### config.mk
export PLATFORM = sky130hd
export DESIGN_NAME = multdiv_issue_ctrl
export DESIGN_NICKNAME = d
export VERILOG_FILES = /design/src/rtl/multdiv_issue_ctrl.sv
export SDC_FILE = /design/constraint.sdc
export NUM_CORES = 1
export LEC_CHECK = 0
export BUFFER_PORTS_ARGS = -buffer_cell sky130_fd_sc_hd__buf_2
export CORE_MARGIN = 1.5
export CORE_UTILIZATION = 49
export DETAILED_ROUTE_END_ITERATION = 8
export PLACE_DENSITY = 0.85
export RECOVER_POWER = 100
export SLEW_MARGIN = 10
export SYNTH_ARGS = -nofsm -noshare
export SYNTH_HDL_FRONTEND = slang
export SYNTH_SLANG_ARGS = --single-unit
export TNS_END_PERCENT = 10
### constraint.sdc
create_clock -name clock -period 7.1 [get_ports clock]
set_clock_uncertainty 0.15 [all_clocks]
set_input_delay 0.71 -clock clock [delete_from_list [all_inputs] [get_ports clock]]
set_output_delay 0.71 -clock clock [all_outputs]
set_load 0.05 [all_outputs]
### src/rtl/multdiv_issue_ctrl.sv
// multdiv_issue_ctrl: pipeline-side initiator for the iterative multdiv unit.
// Accepts one MUL/DIV request, holds operands, emits a one-cycle start pulse,
// waits for resultRDY and hands the result to writeback over valid/ready.
// Optional watchdog abort is compiled in with `define MULTDIV_TIMEOUT_EN.
module multdiv_issue_ctrl #(
    parameter int unsigned TIMEOUT_CYCLES = 20,
    parameter int unsigned REG_ADDR_W     = 5
) (
    input  logic                  clock,
    input  logic                  reset,
    input  logic                  req_valid,
    output logic                  req_ready,
    input  logic                  req_is_div,
    input  logic [31:0]           req_opA,
    input  logic [31:0]           req_opB,
    input  logic [REG_ADDR_W-1:0] req_rd,
    output logic [31:0]           md_operandA,
    output logic [31:0]           md_operandB,
    output logic                  md_ctrl_MULT,
    output logic                  md_ctrl_DIV,
    input  logic [31:0]           md_result,
    input  logic                  md_exception,
    input  logic                  md_resultRDY,
    output logic                  stall,
    output logic                  wb_valid,
    input  logic                  wb_ready,
    output logic [31:0]           wb_data,
    output logic [REG_ADDR_W-1:0] wb_rd,
    output logic                  wb_exc,
    output logic                  wb_timeout
);

    typedef enum logic [1:0] {StIdle, StStart, StBusy, StDone} state_e;

    state_e                  state_q, state_d;
    logic [31:0]             op_a_q, op_a_d;
    logic [31:0]             op_b_q, op_b_d;
    logic                    is_div_q, is_div_d;
    logic [REG_ADDR_W-1:0]   rd_q, rd_d;
    logic                    ctrl_mult_q, ctrl_mult_d;
    logic                    ctrl_div_q, ctrl_div_d;
    logic                    wb_valid_q, wb_valid_d;
    logic [31:0]             wb_data_q, wb_data_d;
    logic [REG_ADDR_W-1:0]   wb_rd_q, wb_rd_d;
    logic                    wb_exc_q, wb_exc_d;

`ifdef MULTDIV_TIMEOUT_EN
    localparam int unsigned CntW = $clog2(TIMEOUT_CYCLES + 1);
    localparam logic [CntW-1:0] CntLast = CntW'(TIMEOUT_CYCLES - 1);

    logic [CntW-1:0] cnt_q, cnt_d;
    logic            wb_tmo_q, wb_tmo_d;
`endif

    // Next-state and datapath capture; the start pulse is registered so it
    // is high exactly while in StStart.
    always_comb begin
        state_d     = state_q;
        op_a_d      = op_a_q;
        op_b_d      = op_b_q;
        is_div_d    = is_div_q;
        rd_d        = rd_q;
        ctrl_mult_d = 1'b0;
        ctrl_div_d  = 1'b0;
        wb_valid_d  = wb_valid_q;
        wb_data_d   = wb_data_q;
        wb_rd_d     = wb_rd_q;
        wb_exc_d    = wb_exc_q;
`ifdef MULTDIV_TIMEOUT_EN
        cnt_d       = cnt_q;
        wb_tmo_d    = wb_tmo_q;
`endif
        unique case (state_q)
            StIdle: begin
                if (req_valid) begin
                    op_a_d      = req_opA;
                    op_b_d      = req_opB;
                    is_div_d    = req_is_div;
                    rd_d        = req_rd;
                    ctrl_mult_d = ~req_is_div;
                    ctrl_div_d  = req_is_div;
                    state_d     = StStart;
                end
            end
            StStart: begin
                // RDY here may be stale from a previous op; the pulse clears the unit.
                state_d = StBusy;
`ifdef MULTDIV_TIMEOUT_EN
                cnt_d   = '0;
`endif
            end
            StBusy: begin
                if (md_resultRDY) begin
                    wb_data_d  = md_result;
                    wb_exc_d   = md_exception;
                    wb_rd_d    = rd_q;
                    wb_valid_d = 1'b1;
`ifdef MULTDIV_TIMEOUT_EN
                    wb_tmo_d   = 1'b0;
`endif
                    state_d    = StDone;
                end
`ifdef MULTDIV_TIMEOUT_EN
                else if (cnt_q == CntLast) begin
                    wb_data_d  = '0;
                    wb_exc_d   = 1'b1;
                    wb_rd_d    = rd_q;
                    wb_valid_d = 1'b1;
                    wb_tmo_d   = 1'b1;
                    state_d    = StDone;
                end else begin
                    cnt_d = cnt_q + CntW'(1);
                end
`endif
            end
            StDone: begin
                if (wb_ready) begin
                    wb_valid_d = 1'b0;
                    state_d    = StIdle;
                end
            end
            default: state_d = StIdle;
        endcase
    end

    // State and output registers, cleared asynchronously.
    always_ff @(posedge clock or posedge reset) begin
        if (reset) begin
            state_q     <= StIdle;
            op_a_q      <= '0;
            op_b_q      <= '0;
            is_div_q    <= 1'b0;
            rd_q        <= '0;
            ctrl_mult_q <= 1'b0;
            ctrl_div_q  <= 1'b0;
            wb_valid_q  <= 1'b0;
            wb_data_q   <= '0;
            wb_rd_q     <= '0;
            wb_exc_q    <= 1'b0;
`ifdef MULTDIV_TIMEOUT_EN
            cnt_q       <= '0;
            wb_tmo_q    <= 1'b0;
`endif
        end else begin
            state_q     <= state_d;
            op_a_q      <= op_a_d;
            op_b_q      <= op_b_d;
            is_div_q    <= is_div_d;
            rd_q        <= rd_d;
            ctrl_mult_q <= ctrl_mult_d;
            ctrl_div_q  <= ctrl_div_d;
            wb_valid_q  <= wb_valid_d;
            wb_data_q   <= wb_data_d;
            wb_rd_q     <= wb_rd_d;
            wb_exc_q    <= wb_exc_d;
`ifdef MULTDIV_TIMEOUT_EN
            cnt_q       <= cnt_d;
            wb_tmo_q    <= wb_tmo_d;
`endif
        end
    end

    assign req_ready    = (state_q == StIdle);
    assign stall        = (state_q != StIdle);
    assign md_operandA  = op_a_q;
    assign md_operandB  = op_b_q;
    assign md_ctrl_MULT = ctrl_mult_q;
    assign md_ctrl_DIV  = ctrl_div_q;
    assign wb_valid     = wb_valid_q;
    assign wb_data      = wb_data_q;
    assign wb_rd        = wb_rd_q;
    assign wb_exc       = wb_exc_q;
`ifdef MULTDIV_TIMEOUT_EN
    assign wb_timeout   = wb_tmo_q;
`else
    assign wb_timeout   = 1'b0;
`endif

endmodule

# Yosys cells after proc, flatten, opt, wreduce, memory -nomap -nowiden
# Index checks and enable logic that the tools add are counted.
# word_totals
ff_bits	112
# op_classes
n_bitwise	1
reduce_logical	7
mux	11
n_eq_ne	6
# op_table
op	count
2-bit one-hot mux with 4 select lines	1
1-bit two-way mux	6
2-bit two-way mux	3
2-bit inequality test, second input constant	3
3-bit AND reduction	2
2-bit == test, second input constant	2
2-bit AND reduction	2
2-bit nonzero test	2
2-bit by 1-bit == test with 1-bit output, second input constant	1
2-bit zero test	1
1-bit one-hot mux with 2 select lines	1
1-bit NOT	1

# Depth between registers and ports, before layout
# Gate-level depths: netlist of run 1.
# depth
depth_word	3
depth_mapped	6

# Worst setup path before layout of run 1
# OpenSTA, ideal clock, no wires.
# synth_path
path_type	register to output
startpoint	register state_q[0]
endpoint	output stall
t_required_ns	6.240
slack_ns	4.881
stages_incl_launch_ff	4
t_arrival_ns	1.359
cell_sequence	dfrtp_1 -> inv_1 -> ha_1 -> inv_1
# synth_via
elab_chain_len	1
# synth_lines
item	line	rtl
start, declared	35	state_e state_q, state_d;
start signal, assigned	129	state_q <= StIdle;
start signal, assigned	145	state_q <= state_d;
2-bit nonzero test	164	assign stall = (state_q != StIdle);
end, declared	24	output logic stall,
# Every way passes these cells.

# Worst setup path after layout of run 1
# layout_path
startpoint	register state_q[0]
endpoint	register op_a_q[31] (netlist: md_operandA[31])
# layout_via
elab_chain_len	2
# layout_lines
item	line	rtl
2-bit zero test	73	unique case (state_q)
2-bit AND reduction (no line)	--	
end signal, assigned	146	op_a_q <= op_a_d;
end, declared	36	logic [31:0] op_a_q, op_a_d;
# Every way passes these cells.
# A chain may end at the register's enable or synchronous reset.

==> results of run 1 <==
-- worst register-to-register path, cell delays in order (launching register included) --
cell	delay, ns
dfrtp_1	0.37
inv_1	0.08
ha_1	0.27
nand2_1	0.79
clkbuf_1	1.74
mux2_2	0.49
-- synthesized netlist by cell type --
| cell | number | area, um2 |
|---|---|---|
| a222oi_1 | 1 | 10.0 |
| a22o_1 | 1 | 8.76 |
| and3_1 | 1 | 6.26 |
| buf_2 | 9 | 45.0 |
| buf_4 | 1 | 7.51 |
| buf_6 | 2 | 22.5 |
| conb_1 | 1 | 3.75 |
| dfrtp_1 | 112 | 2800 |
| ha_1 | 4 | 50.1 |
| inv_1 | 7 | 26.3 |
| mux2_1 | 1 | 11.3 |
| mux2_2 | 107 | 1200 |
| mux2i_1 | 1 | 10.0 |
| nand2_1 | 3 | 11.3 |
| nand2b_1 | 1 | 6.26 |
| nor2_1 | 2 | 7.51 |
| o21ai_0 | 1 | 5.00 |
-- how the worst min path moves through the flow --
stage                     slack, ns              end  cells after the start             from
after floorplan                0.32         wb_rd[0]                      1          rd_q[0]
after global placement         0.33         wb_rd[2]                      1          rd_q[2]
after detailed placement       0.34  md_operandA[28]                      1  md_operandA[28]
after CTS                      0.25      wb_data[25]                      2            reset
after global routing           0.35     md_ctrl_MULT                      2       req_is_div
final                          0.36         wb_rd[1]                      1          rd_q[1]
-- flip-flops by register name, summed over array words and instances (netlist names), 2 cells and up --
register and cells:
md_operandA 32, md_operandB 32, wb_data 32, rd_q 5, wb_rd 5, state_q 2
-- metal layers --
metal,global-route usage,part of all wire
met2,0.329,0.50
met1,0.217,0.39
met5,0,0
met4,0.0772,0.014
met3,0.0600,0.095
-- logic make-up (layout without fill, tap and decap cells) --
| logic type | Yosys count | count (layout) | synth area share |
|---|---|---|---|
| muxes | 109 | 109 | 0.289 |
| adders and majority gates | 4 | 4 | 0.0118 |
| other | 1 | 1 | 0.000885 |
| DFF | 112 | 112 | 0.661 |
| buffers and inverters | 19 | 240 | 0.0239 |
| and+or+nand+nor | 7 | 7 | 0.00738 |
| AOI/OAI and AO/OA | 3 | 3 | 0.00561 |
-- area by class of cell --
type	count	area share
clock buffer	12	0.0303
clock inverter	4	0.00666
inverter	7	0.00505
multi-input combinational	124	0.245
sequential	112	0.514
tap	105	0.0241
timing repair buffer	217	0.175
-- through the flow --
step           cell area (um2)  hold WS [ns]  std cells
3_5_place_dp              5390         0.337        565
3_3_place_gp              5390         0.331        565
6_report                  5450         0.358        581
2_1_floorplan             4240         0.325        255
5_1_grt                   5450         0.352        581
4_1_cts                   5600         0.247        581
==> metrics.md, run 1 <==
| Metric | Value |
|---|---|
| Router iterations before antenna repair | 4 |
| Clock Tree Buf Depth | 2 |
| Crit Path Category | flip-flop to flip-flop |
| CTS tree | yes |
| Routed WL | a little under 9 mm |
| Multi-input gate area | about 1300 um2 |
| HPWL Detailed | 6.71 mm |
| Yosys warning total | 0 |
| MaxCap Viol Count | 2 |
| Sequential area share after synthesis | 0.661 |
| Mapped Cells | 255 |
| Fin. Hold Viols | 0 |
| Fill count | about 680 |
| Grt ovf | 0 |
| Worst setup path endpoint | md_operandA[31] |
| Status | finished with violations |
| Most frequent cells in the layout | dfrtp_1, clkbuf_1, mux2_2, buf_2, clkbuf_8 |
| Final nets | ~580 |
| FF+latch count, synth | around 110 |
| CP startpoint | state_q[0] |
| CP Launch Type | flip-flop |
| Io pins | roughly 220 |
| Setup TNS | 0 ns |
| Clock sinks | roughly 110 |
| Antenna violations before repair | 0 |
| DR iter-0 viols | 30 |
| # setup viols final | 0 |
| Placeable core area | 8300 um2 |
| Achievable Freq | 250 MHz |
| Worst-path cell chain | inv_1 -> ha_1 -> nand2_1 -> clkbuf_1 -> mux2_2 |
| ANT cells | 0 |
| Critical path required time | ~7 ns |
| Resized cells post-CTS | 0 |
| Routability cong. | approximately 0.74 |
| Fin worst setup slack | roughly 3.1 ns |
| Hold-fix buffers, CTS | 0 |
| Max-Slew Margin vs Limit | -0.552 |
| CP Depth | 5 |
| ANT nets after route | 0 |
| Type of the worst min-delay path | flip-flop to flip-flop |
| TritonCTS Buffers | 9 |
| R2R depth | 5 |
| WL/cell | ~15 um |
| First-pass GRT wire length | approximately 13 mm |
| Std-Cell Rows | 33 |
| FF-to-FF End | md_operandA[31] |
| CP max stage cell | clkbuf_1 |
| Storage cell area | ~2800 um2 |
| Max incr delay on CP | between 1.5 and 2 ns |
| Number of global-route vias before repair | between 2,000 and 3,000 |
| Avg Cell Area, Syn | 16.6 um2 |
| Die width | roughly 96 um |
| Die height | between 90 and 100 um |
| Crit-path max FO | 45 |
| Buffers & Inverters on Critical Path | 2 |
| Max-slew violation count | 93 |
| Root Driver | clkbuf_8 |
| Worst-Margin Slew | between 2 and 2.5 ns |
| I/O Buffers | around 210 |
| Layout Utilization | 0.657 |
| CTS clk-pin slew, worst paths | 0.09 ns |
| Reg-to-Reg Start | state_q[0] |
| Tmin final | ~4.0 ns |
| Critical Path AT | approximately 4.1 ns |
| Crit path max-delay family | buffers and inverters |
| Post-synthesis net count | approximately 370 |
| RSZ-0062 raised after global routing | false |
| R2R Setup Slk | ~3.1 ns |
| Largest net degree at the start of global routing | between 60 and 70 |
| H-Tree Depth | 3 |
| Synth unique cells | 17 |
| Commonest non-fill, non-tap cell in the layout | dfrtp_1 |
| Final Cycle Share | 0.564 |
| Via-to-Cell Ratio | between 4 and 5 |
| Violated checks | capacitance limit, slew limit |
| Pre-CTS WS | between 4 and 5 ns |
| Drc violations | 0 |
| Area Growth Syn to Fin | 28.6% |
| GR Util All Layers | 0.190 |
| Post-Syn Area | roughly 4200 um2 |
| Setup crit end kind | flip-flop |
| DIE AREA | slightly above 9000 um2 |
| Vias | approximately 2,800 |
| Initial core utilization | 0.511 |
| Layout cells sized above 1 | 0.487 |
| Post-CTS Setup Bufs | 0 |
| Clk_lat worst skew | about 0.35 ns |
Power of run 1 is not shown: default switching activity piles up to over one toggle a cycle in this logic, so the estimate is an artifact.
==> run 2: changes to the inputs <==
--- a/config.mk
+++ b/config.mk
@@ -7,9 +7,9 @@
 export LEC_CHECK = 0
 export BUFFER_PORTS_ARGS = -buffer_cell sky130_fd_sc_hd__buf_2
 export CORE_MARGIN = 1.5
-export CORE_UTILIZATION = 49
+export CORE_UTILIZATION = 45
 export DETAILED_ROUTE_END_ITERATION = 8
-export PLACE_DENSITY = 0.85
+export PLACE_DENSITY = 0.79
 export RECOVER_POWER = 100
 export SLEW_MARGIN = 10
 export SYNTH_ARGS = -nofsm -noshare
==> constraint.sdc (replaced) <==
create_clock -name clock -period 4 [get_ports clock]
set_clock_uncertainty 0.15 [all_clocks]
set_input_delay 0.4 -clock clock [delete_from_list [all_inputs] [get_ports clock]]
set_output_delay 0.4 -clock clock [all_outputs]
set_load 0.05 [all_outputs]
==> run 2 against run 1 <==
Effect of this change:
- the flow still finishes with violations (capacitance limit, slew limit)
- utilization decreased by 6.3 points
- first-iteration DRC count is 110% higher
- worst setup slack worse by 1.8 ns
- via count down 0.53%
- non-clock buffer count rose by 2
- critical path depth did not move
- global-route usage down 1.6 points
==> metrics.md, run 2 (same netlist as run 1, synthesis figures left out) <==
| Metric | Value |
|---|---|
| Status | finished with violations |
| Violated checks | capacitance limit, slew limit |
| Post-CTS Setup Bufs | 0 |
| CP Launch Type | flip-flop |
| Storage cell area | 2800 um2 |
| CTS tree | yes |
| GR Util All Layers | 0.174 |
| Achievable Freq | ~370 MHz |
| I/O Buffers | 214 |
| Commonest non-fill, non-tap cell in the layout | dfrtp_1 |
| # setup viols final | 0 |
| Critical Path AT | about 2.8 ns |
| Crit Path Category | flip-flop to flip-flop |
| Crit-path max FO | 37 |
| Final Cell Area | about 5500 um2 |
| Vias | about 2,800 |
| Worst-path cell chain | inv_1 -> ha_1 -> nand2_1 -> buf_12 -> mux2_2 |
| Fill count | between 800 and 900 |
| Resized cells post-CTS | 0 |
| TritonCTS Buffers | 9 |
| Critical path required time | slightly above 4 ns |
| Setup TNS | 0 ns |
| Antenna violations before repair | 0 |
| Final nets | between 500 and 600 |
| Drc violations | 0 |
| First-pass GRT wire length | ~13 mm |
| Max incr delay on CP | approximately 1.0 ns |
| Pre-CTS WS | between 1.5 and 2 ns |
| Clock Tree Buf Depth | 2 |
| Number of global-route vias before repair | approximately 2,800 |
| Tmin final | about 2.7 ns |
| Area Growth Syn to Fin | 28.9% |
| RSZ-0062 raised after global routing | false |
| H-Tree Depth | 3 |
| CP max stage cell | nand2_1 |
| Hold-fix buffers, CTS | 0 |
| Fin worst setup slack | about 1.3 ns |
| Clk_lat worst skew | 0.36 ns |
| Routed WL | roughly 8.8 mm |
| Die height | roughly 100 um |
| Most frequent cells in the layout | dfrtp_1, clkbuf_1, mux2_2, buf_2, clkbuf_8 |
| Largest net degree at the start of global routing | 66 |
| CTS clk-pin slew, worst paths | 0.10 ns |
| Std-Cell Rows | 35 |
| Multi-input gate area | 1340 um2 |
| Io pins | between 200 and 250 |
| Routability cong. | 0.728 |
| ANT cells | 0 |
| Die width | between 100 and 150 um |
| MaxCap Viol Count | 1 |
| Layout cells sized above 1 | 0.488 |
| Fin. Hold Viols | 0 |
| DR iter-0 viols | 64 |
| DP Area | around 5400 um2 |
| ANT nets after route | 0 |
| HPWL Detailed | 6.55 mm |
| Placeable core area | slightly above 9000 um2 |
| Setup crit end kind | flip-flop |
| Via-to-Cell Ratio | approximately 4.8 |
| Final Cycle Share | 0.684 |
| Worst-Margin Slew | 2.75 ns |
| Initial core utilization | 0.461 |
| DIE AREA | approximately 10,000 um2 |
| Root Driver | clkbuf_8 |
| WL/cell | ~15 um |
| Grt ovf | 0 |
| Clock sinks | between 100 and 150 |
| Max-slew violation count | 66 |
| Max-Slew Margin vs Limit | -0.842 |
| Type of the worst min-delay path | input pin to flip-flop |
| Router iterations before antenna repair | 4 |
[run 2: cell types whose count changed in the layout (fill, tap and decap cells not counted), sizes merged]
cell and change:
buf +1, clkinv +1, inv -1
[run 2: path summary, 6_finish.rpt]
| kind | from | to | slack [ns] | depth (start not counted) |
|---|---|---|---|---|
| worst min-delay path | req_is_div | md_ctrl_MULT | 0.05 | 2 |
| worst min register to register | wb_data[11] | wb_data[11] | 0.36 | 1 |
| max in group asynchronous | reset | wb_data[20] | 1.44 | 3 |
| worst max register to register | state_q[1] | md_operandA[31] | 1.26 | 5 |
| min in group asynchronous | reset | md_operandB[16] | 0.65 | 2 |
| worst max-delay path | state_q[1] | md_operandA[31] | 1.26 | 5 |
[run 2: per-layer routing]
| metal | wire length, um | global-route usage | share of wire |
|---|---|---|---|
| met3 | 685 | 0.0474 | 0.078 |
| met4 | 189 | 0.0802 | 0.022 |
| met2 | 4420 | 0.297 | 0.50 |
| met5 | 0 | 0 | 0 |
| met1 | 3480 | 0.204 | 0.40 |
[run 2: cell type report]
type / count / share of cell area
flip-flops and latches: 112 / 0.513
multi-input cells: 124 / 0.244
repair buffers: 219 / 0.179
clock buffers: 11 / 0.0277
well taps: 111 / 0.0254
clock inverters: 4 / 0.00550
inverters: 7 / 0.00504
[run 2: through the flow]
stage / cells / utilization / hold slack (ns)
after floorplan: 255 / - / 0.316
after global placement: 573 / 0.590 / 0.331
after detailed placement: 573 / 0.590 / 0.337
after CTS: 588 / 0.610 / 0.0220
after global routing: 588 / 0.594 / 0.0263
final: 588 / 0.594 / 0.0478
[run 2: worst max-delay path, delay by kind of cell, from the launching register on]
family | cells | cell delay [ns]
and+or+nand+nor | 1 | 1.04
DFF | 1 | 0.40
buffers and inverters | 2 | 0.39
muxes | 1 | 0.37
adders and majority gates | 1 | 0.24
Power of run 2 is left out for the same reason.
==> run 3: changes to the inputs <==
--- a/config.mk
+++ b/config.mk
@@ -7,9 +7,9 @@
 export LEC_CHECK = 0
 export BUFFER_PORTS_ARGS = -buffer_cell sky130_fd_sc_hd__buf_2
 export CORE_MARGIN = 1.5
-export CORE_UTILIZATION = 45
+export CORE_UTILIZATION = 41
 export DETAILED_ROUTE_END_ITERATION = 8
-export PLACE_DENSITY = 0.79
+export PLACE_DENSITY = 0.76
 export RECOVER_POWER = 100
 export SLEW_MARGIN = 10
 export SYNTH_ARGS = -nofsm -noshare
==> constraint.sdc (replaced) <==
create_clock -name clock -period 2.3 [get_ports clock]
set_clock_uncertainty 0.15 [all_clocks]
set_input_delay 0.23 -clock clock [delete_from_list [all_inputs] [get_ports clock]]
set_output_delay 0.23 -clock clock [all_outputs]
set_load 0.05 [all_outputs]
==> run 3 against run 2 <==
Effect of this change:
- the run now ends clean
- hold slack got worse by 0.015 ns
- critical endpoint is now wb_data[1]
- maximum frequency up 39%
- via count up 19%
- register-to-register slack got worse by 0.93 ns
- clock-buffer cell count is 1 lower
- worst setup slack worse by 0.93 ns
- critical path depth unchanged
- final cell count rose by 22%
- routed wire length up 30%
==> metrics.md, run 3 (same netlist as run 1, synthesis figures left out) <==
| Metric | Value |
|---|---|
| Crit Path Category | flip-flop to flip-flop |
| Vias | 3,349 |
| Die height | about 100 um |
| RSZ-0062 raised after global routing | false |
| Commonest non-fill, non-tap cell in the layout | dfrtp_1 |
| Worst-Margin Slew | between 1 and 1.5 ns |
| Hold path start | wb_ready |
| Routability cong. | between 0.7 and 0.8 |
| Fill count | just under 800 |
| Post-CTS Setup Bufs | 0 |
| Initial core utilization | 0.428 |
| R2R Setup Slk | approximately 0.33 ns |
| Std-Cell Rows | 36 |
| Layout cells sized above 1 | 0.409 |
| HPWL Detailed | ~6.7 mm |
| Status | finished clean |
| Clock sinks | 112 |
| Min Hold Slack | 0.0325 ns |
| Die width | ~100 um |
| Router iterations before antenna repair | 4 |
| Critical path required time | 2.39 ns |
| I/O Buffers | ~210 |
| MaxCap Viol Count | 0 |
| GR Util All Layers | 0.210 |
| Tmin final | 1.97 ns |
| # setup viols final | 0 |
| WL/cell | 15.9 um |
| Root Driver | clkbuf_8 |
| Type of the worst min-delay path | input pin to flip-flop |
| DIE AREA | roughly 11,000 um2 |
| CTS clk-pin slew, worst paths | around 0.1 ns |
| Clock Tree Buf Depth | 2 |
| Critical Path AT | roughly 2 ns |
| Fin. Hold Viols | 0 |
| H-Tree Depth | 3 |
| Hold EP | wb_valid |
| Setup TNS | 0 ns |
| Clk_lat worst skew | roughly 0.36 ns |
| Final nets | about 700 |
| DR iter-0 viols | 96 |
| Reg-to-Reg Start | state_q[0] |
| Achievable Freq | 508 MHz |
| Grt ovf | 0 |
| Io pins | ~220 |
| Max-slew violation count | 0 |
| Final Cycle Share | 0.856 |
| WHS Path Cells | 3 |
| Antenna violations before repair | 0 |
| CP Launch Type | flip-flop |
| Resized cells post-CTS | 0 |
| Largest net degree at the start of global routing | 57 |
| Via-to-Cell Ratio | approximately 4.7 |
| Setup crit end kind | flip-flop |
| Fin worst setup slack | roughly 0.33 ns |
| Pre-CTS WS | 0.415 ns |
| Placeable core area | slightly below 10,000 um2 |
| First-pass GRT wire length | about 18 mm |
| CTS tree | yes |
| FF-to-FF End | wb_data[1] |
| R2R depth | 5 |
| TritonCTS Buffers | 9 |
| Crit-path max FO | 31 |
| ANT nets after route | 0 |
| Drc violations | 0 |
| Number of global-route vias before repair | 3,760 |
| Routed WL | 11.4 mm |
| Area Growth Syn to Fin | 55.3% |
| Max-Slew Margin vs Limit | 0.0530 |
| Most frequent cells in the layout | dfrtp_1, buf_2, mux2_2, clkbuf_1, dlygate4sd3_1 |
[run 3: what timing repair did]
action	in CTS	in global routing
hold buffers	104	0
hold endpoints to repair	131	0
setup endpoints to repair	0	0
[run 3: stage by stage]
| step | area, um2 | instances | utilization |
|---|---|---|---|
| finish | 6580 | 716 | 0.664 |
| global route | 6580 | 715 | 0.664 |
| CTS | 6720 | 715 | 0.678 |
| detailed placement | 5500 | 595 | 0.555 |
| global placement | 5500 | 595 | 0.555 |
| floorplan | 4240 | 255 | - |
[run 3: worst max-delay path: stages (launching register included)]
cell	delay, ns
dfrtp_1	0.37
inv_1	0.08
ha_1	0.25
nand2_1	0.37
buf_12	0.26
mux2_2	0.36
[run 3: worst max-delay path by stage]
stage | start | to | slack, ns | cells past startpoint
floorplan | state_q[0] | md_operandA[0] | 0.33 | 5
global placement | state_q[0] | md_operandA[28] | 0.50 | 5
detailed placement | state_q[1] | state_q[1] | 0.41 | 4
CTS | state_q[1] | state_q[1] | 0.40 | 4
global route | state_q[0] | wb_data[1] | 0.16 | 5
finish | state_q[0] | wb_data[1] | 0.33 | 5
[run 3: layout make-up]
| cell class | instances | area (um2) | area share |
|---|---|---|---|
| Clock inverter | 6 | 43.8 | 0.00665 |
| Antenna cell | 1 | 2.50 | 0.000380 |
| Timing Repair Buffer | 323 | 2070 | 0.314 |
| Inverter | 7 | 27.5 | 0.00418 |
| Sequential cell | 112 | 2800 | 0.426 |
| Clock buffer | 10 | 128 | 0.0194 |
| Multi-Input combinational cell | 124 | 1340 | 0.204 |
| Tap cell | 133 | 166 | 0.0253 |
[run 3: layer usage]
metal | global-route usage | wire length, um | vias to the layer above
met5 | 0 | 0 | -
met4 | 0.107 | 357 | 0
met3 | 0.0418 | 560 | 30
met2 | 0.399 | 6260 | 129
met1 | 0.219 | 4210 | 1663
li1 | - | - | 1527
Power of run 3 is left out for the same reason.
